$ cat config.mk
export PLATFORM = sky130hd
export DESIGN_NAME = ysyx_lsu_l1d
export DESIGN_NICKNAME = d
export VERILOG_FILES = /design/src/rtl/ysyx_lsu_l1d_pkg.sv /design/src/rtl/ysyx_lsu_l1d_array.sv /design/src/rtl/ysyx_lsu_l1d.sv
export SDC_FILE = /design/constraint.sdc
export NUM_CORES = 2
export LEC_CHECK = 0
export BUFFER_PORTS_ARGS = -buffer_cell sky130_fd_sc_hd__buf_2
export CORE_MARGIN = 1.5
export CORE_UTILIZATION = 50
export CTS_CLUSTER_DIAMETER = 200
export DETAILED_ROUTE_END_ITERATION = 16
export PLACE_DENSITY = 0.71
export SLEW_MARGIN = 20
export SYNTH_ARGS = -nofsm -noshare
export SYNTH_HDL_FRONTEND = slang
export SYNTH_SLANG_ARGS = --single-unit
$ cat constraint.sdc
create_clock -name clk -period 4.1 [get_ports clk]
set_clock_uncertainty 0.2 [all_clocks]
set_input_delay 0.205 -clock clk [delete_from_list [all_inputs] [get_ports clk]]
set_output_delay 0.205 -clock clk [all_outputs]
set_load 0.01 [all_outputs]
$ cat src/rtl/ysyx_lsu_l1d_pkg.sv
// ysyx_lsu_l1d_pkg: shared op encodings, FSM states, cacheable window and byte-lane helpers
package ysyx_lsu_l1d_pkg;
    localparam logic [2:0] OP_LB  = 3'b000;
    localparam logic [2:0] OP_LH  = 3'b001;
    localparam logic [2:0] OP_LW  = 3'b010;
    localparam logic [2:0] OP_LBU = 3'b100;
    localparam logic [2:0] OP_LHU = 3'b101;
    localparam logic [31:0] L1D_CACHE_LO = 32'h8000_0000;
    localparam logic [31:0] L1D_CACHE_HI = 32'h8800_0000;
    typedef enum logic [2:0] {S_IDLE, S_ERR, S_HIT, S_RD, S_WR, S_RESP} state_e;
    function automatic logic [3:0] size_mask(input logic [1:0] sz);
        return sz == 2'b00 ? 4'b0001 : sz == 2'b01 ? 4'b0011 : 4'b1111;
    endfunction
    function automatic logic op_legal(input logic [2:0] op);
        return op == OP_LB || op == OP_LH || op == OP_LW || op == OP_LBU || op == OP_LHU;
    endfunction
    function automatic logic misaligned(input logic [1:0] sz, input logic [1:0] off);
        return (sz == 2'b01 && off[0]) || (sz == 2'b10 && off != 2'b00);
    endfunction
    function automatic logic [31:0] lane_data(input logic [1:0] sz, input logic [31:0] w, input logic [1:0] off);
        logic [3:0] m;
        m = size_mask(sz);
        return (w & {{8{m[3]}}, {8{m[2]}}, {8{m[1]}}, {8{m[0]}}}) << {off, 3'b000};
    endfunction
    function automatic logic [31:0] load_ext(input logic [2:0] op, input logic [31:0] word, input logic [1:0] off);
        logic [31:0] s;
        s = word >> {off, 3'b000};
        return op == OP_LB ? {{24{s[7]}}, s[7:0]} : op == OP_LH ? {{16{s[15]}}, s[15:0]} :
               op == OP_LBU ? {24'h0, s[7:0]} : op == OP_LHU ? {16'h0, s[15:0]} : s;
    endfunction
endpackage

$ cat src/rtl/ysyx_lsu_l1d_array.sv
// ysyx_l1d_array: direct-mapped valid/tag/data store with comb read, fill, byte merge and flush-all
module ysyx_l1d_array #(
    parameter int SET_BITS = 4,
    parameter int TAG_W    = 26
) (
    input  logic                clk,
    input  logic                rst,
    input  logic                flush_all,
    input  logic [SET_BITS-1:0] rd_idx,
    output logic                rd_valid,
    output logic [TAG_W-1:0]    rd_tag,
    output logic [31:0]         rd_data,
    input  logic [SET_BITS-1:0] wr_idx,
    input  logic                fill_en,
    input  logic [TAG_W-1:0]    fill_tag,
    input  logic [31:0]         fill_data,
    input  logic                merge_en,
    input  logic [3:0]          merge_strb,
    input  logic [31:0]         merge_data
);
    localparam int SETS = 1 << SET_BITS;
    logic [SETS-1:0]  valid_q, valid_d;
    logic [TAG_W-1:0] tag_q [SETS];
    logic [TAG_W-1:0] tag_d [SETS];
    logic [31:0]      data_q [SETS];
    logic [31:0]      data_d [SETS];
    assign rd_valid = valid_q[rd_idx];
    assign rd_tag   = tag_q[rd_idx];
    assign rd_data  = data_q[rd_idx];
    // next line state: fill replaces the line, merge patches strobed bytes, flush clears every valid bit last
    always_comb begin
        valid_d = valid_q;
        tag_d   = tag_q;
        data_d  = data_q;
        if (fill_en) begin
            valid_d[wr_idx] = 1'b1;
            tag_d[wr_idx]   = fill_tag;
            data_d[wr_idx]  = fill_data;
        end
        if (merge_en)
            for (int b = 0; b < 4; b++)
                if (merge_strb[b]) data_d[wr_idx][8*b +: 8] = merge_data[8*b +: 8];
        if (flush_all) valid_d = '0;
    end
    // only valid bits need reset; tag/data are qualified by them
    always_ff @(posedge clk or posedge rst)
        if (rst) valid_q <= '0;
        else valid_q <= valid_d;
    // tag and data storage
    always_ff @(posedge clk) begin
        tag_q  <= tag_d;
        data_q <= data_d;
    end
endmodule

$ cat src/rtl/ysyx_lsu_l1d.sv
// ysyx_lsu_l1d: load/store unit with direct-mapped write-through no-allocate L1 data cache
module ysyx_lsu_l1d
    import ysyx_lsu_l1d_pkg::*;
#(
    parameter int                ADDR_W   = 32,
    parameter int                DATA_W   = 32,
    parameter int                SET_BITS = 4,
    parameter logic [ADDR_W-1:0] CACHE_LO = L1D_CACHE_LO,
    parameter logic [ADDR_W-1:0] CACHE_HI = L1D_CACHE_HI
) (
    input  logic              clk,
    input  logic              rst,
    input  logic              req_valid,
    output logic              req_ready,
    input  logic              req_wen,
    input  logic [2:0]        req_op,
    input  logic [ADDR_W-1:0] req_addr,
    input  logic [DATA_W-1:0] req_wdata,
    input  logic              flush,
    output logic              resp_valid,
    output logic [DATA_W-1:0] resp_rdata,
    output logic              resp_err,
    output logic [ADDR_W-1:0] bus_araddr,
    output logic              bus_arvalid,
    output logic [3:0]        bus_rstrb,
    input  logic [DATA_W-1:0] bus_rdata,
    input  logic              bus_rvalid,
    output logic [ADDR_W-1:0] bus_awaddr,
    output logic              bus_awvalid,
    output logic [DATA_W-1:0] bus_wdata,
    output logic [3:0]        bus_wstrb,
    output logic              bus_wvalid,
    input  logic              bus_wready
);
    localparam int TAG_W = ADDR_W - SET_BITS - 2;
    state_e              state_q, state_d;
    logic                wen_q, wen_d, flush_pend_q, flush_pend_d;
    logic [2:0]          op_q, op_d;
    logic [ADDR_W-1:0]   addr_q, addr_d;
    logic [DATA_W-1:0]   wdata_q, wdata_d, rdata_q, rdata_d;
    logic                idle, accept, do_flush, req_err, hit, fill_en, merge_en, arr_valid;
    logic [SET_BITS-1:0] lk_idx;
    logic [TAG_W-1:0]    lk_tag, arr_tag;
    logic [31:0]         arr_data, lane_wdata;
    logic [3:0]          lane_strb;

    function automatic logic cacheable(input logic [ADDR_W-1:0] a);
        return a >= CACHE_LO && a < CACHE_HI;
    endfunction

    ysyx_l1d_array #(.SET_BITS(SET_BITS), .TAG_W(TAG_W)) u_array (
        .clk(clk), .rst(rst), .flush_all(do_flush),
        .rd_idx(lk_idx), .rd_valid(arr_valid), .rd_tag(arr_tag), .rd_data(arr_data),
        .wr_idx(addr_q[SET_BITS+1:2]),
        .fill_en(fill_en), .fill_tag(addr_q[ADDR_W-1:SET_BITS+2]), .fill_data(bus_rdata),
        .merge_en(merge_en), .merge_strb(lane_strb), .merge_data(lane_wdata)
    );

    // lookup from the live request in IDLE and the latched one otherwise; flushes only land in IDLE
    always_comb begin
        idle         = state_q == S_IDLE;
        accept       = idle & req_valid;
        do_flush     = idle & (flush | flush_pend_q);
        lk_idx       = idle ? req_addr[SET_BITS+1:2] : addr_q[SET_BITS+1:2];
        lk_tag       = idle ? req_addr[ADDR_W-1:SET_BITS+2] : addr_q[ADDR_W-1:SET_BITS+2];
        hit          = arr_valid & (arr_tag == lk_tag);
        req_err      = !op_legal(req_op) | misaligned(req_op[1:0], req_addr[1:0]);
        wen_d        = accept ? req_wen : wen_q;
        op_d         = accept ? req_op : op_q;
        addr_d       = accept ? req_addr : addr_q;
        wdata_d      = accept ? req_wdata : wdata_q;
        rdata_d      = state_q == S_RD && bus_rvalid ? bus_rdata : rdata_q;
        flush_pend_d = !idle & (flush_pend_q | flush);
        fill_en      = state_q == S_RD && bus_rvalid && cacheable(addr_q);
        merge_en     = state_q == S_WR && bus_wready && hit && cacheable(addr_q);
        lane_strb    = size_mask(op_q[1:0]) << addr_q[1:0];
        lane_wdata   = lane_data(op_q[1:0], wdata_q, addr_q[1:0]);
    end

    // sequencing FSM next state; a flush taken with the accept forces the lookup to miss
    always_comb begin
        state_d = state_q;
        case (state_q)
            S_IDLE: state_d = !req_valid ? S_IDLE : req_err ? S_ERR : req_wen ? S_WR :
                              (hit && !do_flush && cacheable(req_addr)) ? S_HIT : S_RD;
            S_RD:   state_d = bus_rvalid ? S_RESP : S_RD;
            S_WR:   state_d = bus_wready ? S_RESP : S_WR;
            default: state_d = S_IDLE;
        endcase
    end

    // Moore outputs: bus driven only from latched request fields
    always_comb begin
        req_ready   = idle;
        resp_valid  = state_q == S_ERR || state_q == S_HIT || state_q == S_RESP;
        resp_err    = state_q == S_ERR;
        resp_rdata  = state_q == S_HIT ? load_ext(op_q, arr_data, addr_q[1:0]) :
                      (state_q == S_RESP && !wen_q) ? load_ext(op_q, rdata_q, addr_q[1:0]) : '0;
        bus_arvalid = state_q == S_RD;
        bus_araddr  = {addr_q[ADDR_W-1:2], 2'b00};
        bus_rstrb   = state_q == S_RD ? lane_strb : 4'b0000;
        bus_awvalid = state_q == S_WR;
        bus_wvalid  = state_q == S_WR;
        bus_awaddr  = {addr_q[ADDR_W-1:2], 2'b00};
        bus_wstrb   = state_q == S_WR ? lane_strb : 4'b0000;
        bus_wdata   = state_q == S_WR ? lane_wdata : '0;
    end

    // state and request registers
    always_ff @(posedge clk or posedge rst)
        if (rst) begin
            state_q      <= S_IDLE;
            wen_q        <= 1'b0;
            op_q         <= 3'b000;
            addr_q       <= '0;
            wdata_q      <= '0;
            rdata_q      <= '0;
            flush_pend_q <= 1'b0;
        end else begin
            state_q      <= state_d;
            wen_q        <= wen_d;
            op_q         <= op_d;
            addr_q       <= addr_d;
            wdata_q      <= wdata_d;
            rdata_q      <= rdata_d;
            flush_pend_q <= flush_pend_d;
        end
endmodule
== Yosys cells after proc, flatten, opt, wreduce, memory -nomap -nowiden ==
Cells that the tools add are included.
Storage, ports and cells
  memory bits (writable): 0
  register bits: 1048
  memories kept: 0
  memory bits (read-only): 0
  bits in latches: 0
  logic and storage cells: 174
Operators by class
  shift-type cells: 4
  divide/modulo/power cells: 0
  $mul: 0
  mux-type cells: 63
  bitwise logic cells: 10
  order comparisons: 10
  reductions and logical operators: 31
  equality and inequality tests: 16
  $add $sub $neg: 0
Operators by type and width (number)
  two-way mux 512 bit: 9
  bitwise mux 512 bit: 5
  demux 32 bit (select 4 bit): 5
  two-way mux 32 bit: 15
  bitwise mux 416 bit: 1
  binary-select mux 32 bit (select 4 bit): 1
  binary-select mux 26 bit (select 4 bit): 1
  demux 26 bit (select 4 bit): 1
  two-way mux 26 bit: 4
  greater-or-equal comparator 32 bit (second input constant): 2
  < comparator 32 bit (second input constant): 2
  >> shifter 32 x 5 -> 32 bit: 2
  two-way mux 16 bit: 3
  bitwise AND 32 bit: 1
  left shift 32 x 5 -> 32 bit: 1
  equality test 26 bit: 1
  two-way mux 24 bit: 1
  two-way mux 4 bit: 5
  equality test 3 bit (second input constant): 6
  OR 16 bit: 1
  logical AND 1 bit: 14
  two-way mux 3 bit: 4
  greater-or-equal comparator 5 bit (second input constant): 2
  < comparator 4 x 5 -> 1 bit (second input constant): 2
  other kinds (20): 45

== Depth between registers and ports, before layout ==
  depth after elaboration: 20
  mapped depth: 20
  gate-level depth less buffers: 12

== Modules after synthesis ==
Synthesis repeated with hierarchy kept, for this count alone.
Second synthesis, totals
  cells, all modules: 5114
  area total of the unflattened synthesis: 51287.9 µm²
By module, submodules not included
  ysyx_l1d_array: cells each 4138, seq. area each 23142.2 µm², area an instance 43620.6 µm², times used 1
  ysyx_lsu_l1d: cells each 976, seq. area each 2602.5 µm², area an instance 7667.4 µm², times used 1

== Worst setup path after synthesis ==
OpenSTA, ideal clock, no wires.
  kind: reg-to-output
  start point: register state_q[1]
  end point: output resp_rdata[24]
  stages on the path, launching flop included: 19
  arrival time: 3.959 ns
  path slack: -0.264 ns
  path through: dfrtp_1 -> buf_4 -> or4b_1 -> buf_2 -> nand2_4 -> buf_4 -> buf_2 -> buf_4 -> buf_4 -> buf_4 -> nand2_1 -> a311oi_1 -> a21oi_1 -> a21o_1 -> a2bb2oi_1 -> a211oi_1 -> buf_2 -> nor2_1 -> o22ai_1
On the way
  word-level cells in the longest chain between the ends: 12
  elaborated cells on any way between the ends: 16
Ends and longest elaborated chain
  start, declared: line ysyx_lsu_l1d.sv:36  | state_e state_q, state_d;
  start signal, assigned: line ysyx_lsu_l1d.sv:120  | state_q <= state_d;
  zero test 3 bit: line ysyx_lsu_l1d.sv:61  | idle = state_q == S_IDLE;
  two-way mux 4 bit: line ysyx_lsu_l1d.sv:64  | lk_idx = idle ? req_addr[SET_BITS+1:2] : addr_q[SET_BITS+1:2];
  NOT 4 -> 5 bit (not written as such): line ysyx_lsu_l1d_array.sv:29  | assign rd_data = data_q[rd_idx];
  binary-select mux 32 bit (select 4 bit): line ysyx_lsu_l1d_array.sv:29
  two-way mux 32 bit (not written as such) (2 in a row): line ysyx_lsu_l1d_array.sv:29
  >> shifter 32 x 5 -> 32 bit: line ysyx_lsu_l1d_pkg.sv:27  | s = word >> {off, 3'b000};
  two-way mux 32 bit (2 in a row): line ysyx_lsu_l1d_pkg.sv:29  | op == OP_LBU ? {24'h0, s[7:0]} : op == OP_LHU ? {16'h0, s[15:0]} : s;
  two-way mux 32 bit (2 in a row): line ysyx_lsu_l1d_pkg.sv:28  | return op == OP_LB ? {{24{s[7]}}, s[7:0]} : op == OP_LH ? {{16{s[15]}}, s[15:0]} :
  two-way mux 32 bit *: line ysyx_lsu_l1d.sv:97  | resp_rdata = state_q == S_HIT ? load_ext(op_q, arr_data, addr_q[1:0]) :
  end, declared: line ysyx_lsu_l1d.sv:21  | output logic [DATA_W-1:0] resp_rdata,
Every way passes the cells marked *; elsewhere a longest branch is shown, timed or not. The select of a mux whose other input is x is not followed.

== Final worst setup path ==
  start point: register state_q[0]
  end point: output resp_rdata[21]
The elaborated chain is that of the path after synthesis.

==> PnR_summary.wiki <==
{| class="wikitable"
! Metric !! Value
|-
| Cell family with most CP delay || compound AO/OA/AOI/OAI gates
|-
| Io pins || 248
|-
| Post-synth EDFFs || 416
|-
| Remaining Overflow, GRT || 0
|-
| Clock Sink Count || 1,048
|-
| Reg-to-Reg Start || state_q[2]
|-
| Drt wl/cell || 28.5 um
|-
| Endpoint arrival time on the critical path || 4.50 ns
|-
| Fraction of synthesized cell area in xor and xnor cells || 0.420%
|-
| Clock insertion delay at the later pin of the skew report || 0.70 ns
|-
| Post-route minimum period || 4.91 ns
|-
| Register clock-pin slew on the reported worst setup and hold paths || 0.07 ns
|-
| Antenna violations before repair || 11
|-
| Vias || 44,100
|-
| Capturing element of the worst setup path || resp_rdata[21]
|-
| FMAX || 204 MHz
|-
| Reported leakage power || 24.6 nW
|-
| Length of the first detailed-routing pass in iterations || 6
|-
| Via-to-Cell Ratio || 6.67
|-
| Depth of the critical timing path with buffers and inverters included || 19
|-
| Portion of the clock cycle consumed by the worst path in the final layout || 120%
|-
| Post-synthesis adder-cell area fraction || 0%
|-
| Remaining design rule violation count || 0
|-
| Fraction of layout instances using a drive strength above 1 || 31.3%
|-
| Simple-gate area share of the yosys netlist || 12.2%
|-
| CP max stage cell || dfrtp_2
|-
| Post-synthesis register bit count || 1,048
|-
| Final max-slew violation count || 0
|-
| Root Driver || clkbuf_16
|-
| Largest net degree at the start of global routing || 80
|-
| Layout Nets || 5,363
|-
| Cell seen most often among critical-path stages || buf_8
|-
| Tightest Hold Check Type || in2async
|-
| Detailed placer's ending HPWL || 114,000 um
|-
| Mapped Area || 0.0479 sq mm
|-
| TritonCTS clock tree || done
|-
| Power density cells || 746 mW/mm^2
|-
| Overall die height || 313 um
|-
| First-pass GRT wire length || 263,000 um
|-
| Top cell type by total area after synthesis || edfxtp_1
|-
| Cell count after synthesis || 4,633
|-
| Slew @ Worst Pin || 1.29 ns
|-
| Ordered cell list for the critical path || buf_8 -> o31a_1 -> buf_6 -> nor2_4 -> buf_8 -> buf_12 -> a211oi_4 -> a311oi_2 -> buf_4 -> a311oi_4 -> a21o_1 -> mux2i_1 -> a2bb2oi_2 -> a211oi_4 -> buf_6 -> buf_8 -> a21oi_2 -> o21ai_2 -> buf_2
|-
| Async set-or-reset flop fraction in the synthesized netlist || 11.5%
|-
| Type of element capturing the critical path || primary output
|-
| Routed Antenna Nets || 0
|-
| Commonest non-fill, non-tap cells in the layout || 700 x nand2_1, 512 x dfxtp_1, 416 x edfxtp_1
|-
| DR iter-0 viols || 6,676
|-
| Syn-to-layout area delta || 32.5%
|-
| Worst Slack Setup Final || -0.809 ns
|-
| Share of the yosys chip area belonging to registers || 53.7%
|-
| Crit path launch || state_q[0]
|-
| Number of cells traversed by the worst register-to-register path || 18
|-
| Final total negative setup slack || -366.68 ns
|-
| Worst vdd rail ir drop || 576 uV
|-
| Buffer depth of the longest clock path || 3
|-
| Post-Syn Area per Cell || 10.3 sq um
|-
| Combinational family with the most area after synthesis || compound AO/OA/AOI/OAI gates
|-
| Num CTS Buffers || 102
|-
| Via count of the first global-routing pass || 41,100
|-
| Core region area || 0.0950 sq mm
|-
| Biggest cell delay along the critical path || 0.47 ns
|-
| Combined buffer and inverter count along the critical path || 8
|-
| Outcome || complete, but fails checks
|-
| Fin. Hold Viols || 0
|-
| Crit Path Max Fanout || 7
|-
| R2r endpoint || u_array.data_q[12]
|-
| Unrepaired setup endpoints after global routing || true
|-
| IO buf count || 243
|-
| Number of H-tree branching levels || 3
|-
| Number of max-cap violations || 0
|-
| Floorplan die width || 313 um
|-
| Most frequently used flop master after synthesis || dfxtp_1
|-
| Final estimated routing congestion in global placement || 0.977
|-
| Wirelength, routed || 188,000 um
|-
| WP data required || 3.69 ns
|-
| Proportion of netlist area held by the largest area contributor || 26.1%
|-
| Critical Path Start Type || flop
|-
| Relative slew margins || 13.4%
|-
| Compound-Gate Fraction of Synth Area || 20.5%
|-
| Most frequent standard cell in the layout excluding fill and tap cells || nand2_1
|-
| GRT Total Usage || 35.6%
|-
| Failing checks || setup timing
|-
| Count of filler cells inserted in the layout || 6,663
|-
| Portion of netlist area occupied by mux cells || 7.33%
|-
| Number of placement rows || 113
|-
| Synth area leaders || edfxtp_1 26%, dfxtp_1 21%, dfrtp_1 6.3%, o2bb2ai_1 6.1%, nand2_1 5.6%
|-
| Die ar. || 0.0977 sq mm
|-
| Worst slack at placement || -0.996 ns
|-
| Core occupancy in the finished layout || 66.8%
|-
| Number of distinct library cell variants in the gate-level netlist after synthesis || 89
|-
| Number of warning messages in the yosys log || 0
|-
| Initial cell density of the core || 50.4%
|-
| Setup Viol. Count Final || 545
|-
| Minimum setup slack among reg-to-reg paths || -0.79 ns
|-
| Kind of critical path || reg2out
|}
-- per-layer routing --
metal	track usage [%]	up-vias	part of all wire (%)
met4	14.7	12	4.6
met2	52.2	3491	43
met1	49.5	21500	38
met3	10.2	604	14
li1	-	18500	-
met5	0	-	0.041
-- area by class of cell --
cell class | count | area [sq um] | area share (%)
Antenna cell | 5 | 12.5 | 0.0197
Clock buffer | 140 | 2960 | 4.66
Clock inverter | 50 | 572 | 0.900
Inverter | 164 | 621 | 0.977
Multi-Input combinational cell | 2983 | 22900 | 36.0
Sequential cell | 1048 | 25800 | 40.6
Tap cell | 1265 | 1580 | 2.49
Timing Repair Buffer | 958 | 9160 | 14.4
-- sequential cells by signal, summed over array words and instances, names as in the netlist --
name and flops:
u_array.data_q 512, wen_q 1, u_array.tag_q 416, flush_pend_q 1, op_q 3, state_q 3
wdata_q 32, rdata_q 32, addr_q 32, u_array.valid_q 16
-- stage by stage --
stage,cells,instance area [sq um],total power [W],hold WS [ns]
3_3_place_gp,6153,53200,0.0319,0.197
6_report,6613,63500,0.0474,0.00624
2_1_floorplan,4636,48200,0.0235,0.0971
3_5_place_dp,6153,53200,0.0321,0.199
5_1_grt,6612,63500,0.0485,0.0693
4_1_cts,6560,60600,0.0450,0.0176
-- synthesized netlist by cell type (44+ instances only) --
cell       instances
edfxtp_1         416
inv_1            159
o22ai_1          173
a211oi_1         116
nor3_1            44
a31oi_1           48
mux2i_1          191
nor2_1           228
a311oi_1          44
buf_4             83
nand3_1          188
clkbuf_1         222
a21oi_1          134
and3_1            86
o2bb2ai_1        335
mux2_2            92
nand2_1          710
dfxtp_1          512
buf_2             87
dfrtp_1          120
o21ai_0          101
-- where the power goes --
group	total (W)	internal, W	switching [W]
registers	0.0127	0.0119	0.000796
clock network	0.00994	0.00565	0.00429
logic	0.0248	0.00991	0.0149
total	0.0474	0.0275	0.0199
-- repair_timing --
item / 4_1_cts / 5_1_grt
buffers inserted: 77 / 40
gates cloned: 21 / 15
pin swaps: 83 / 118
hold buffers: 121 / 0
gates resized for setup: 289 / 414
endpoints found under the hold margin: 684 / 0
setup endpoints to repair: 545 / 545
-- worst min-delay path by stage --
stage               slack, ns  depth (start not counted)     endpoint
floorplan                 0.1                          1   state_q[1]
global placement         0.20                          3  wdata_q[18]
detailed placement       0.20                          3  wdata_q[25]
CTS                      0.02                          4  wdata_q[23]
global route             0.07                          4  wdata_q[19]
finish                  0.006                          3  wdata_q[10]
-- tightest hold or removal path: cells and delay by family --
| kind | cells | cell delay, ns |
|---|---|---|
| buffers and inverters | 3 | 1.24 |
-- kinds of logic (layout without fill, tap and decap cells) --
logic type	count (synthesis)	in the layout
XOR/XNOR	23	23
AND/OR/NAND/NOR	1341	1341
buffers and inverters	605	1312
other	1	9
flip-flops	1048	1048
AO/OA/AOI/OAI	1307	1307
multiplexers	308	308
Power figures use the tool's default switching activity.
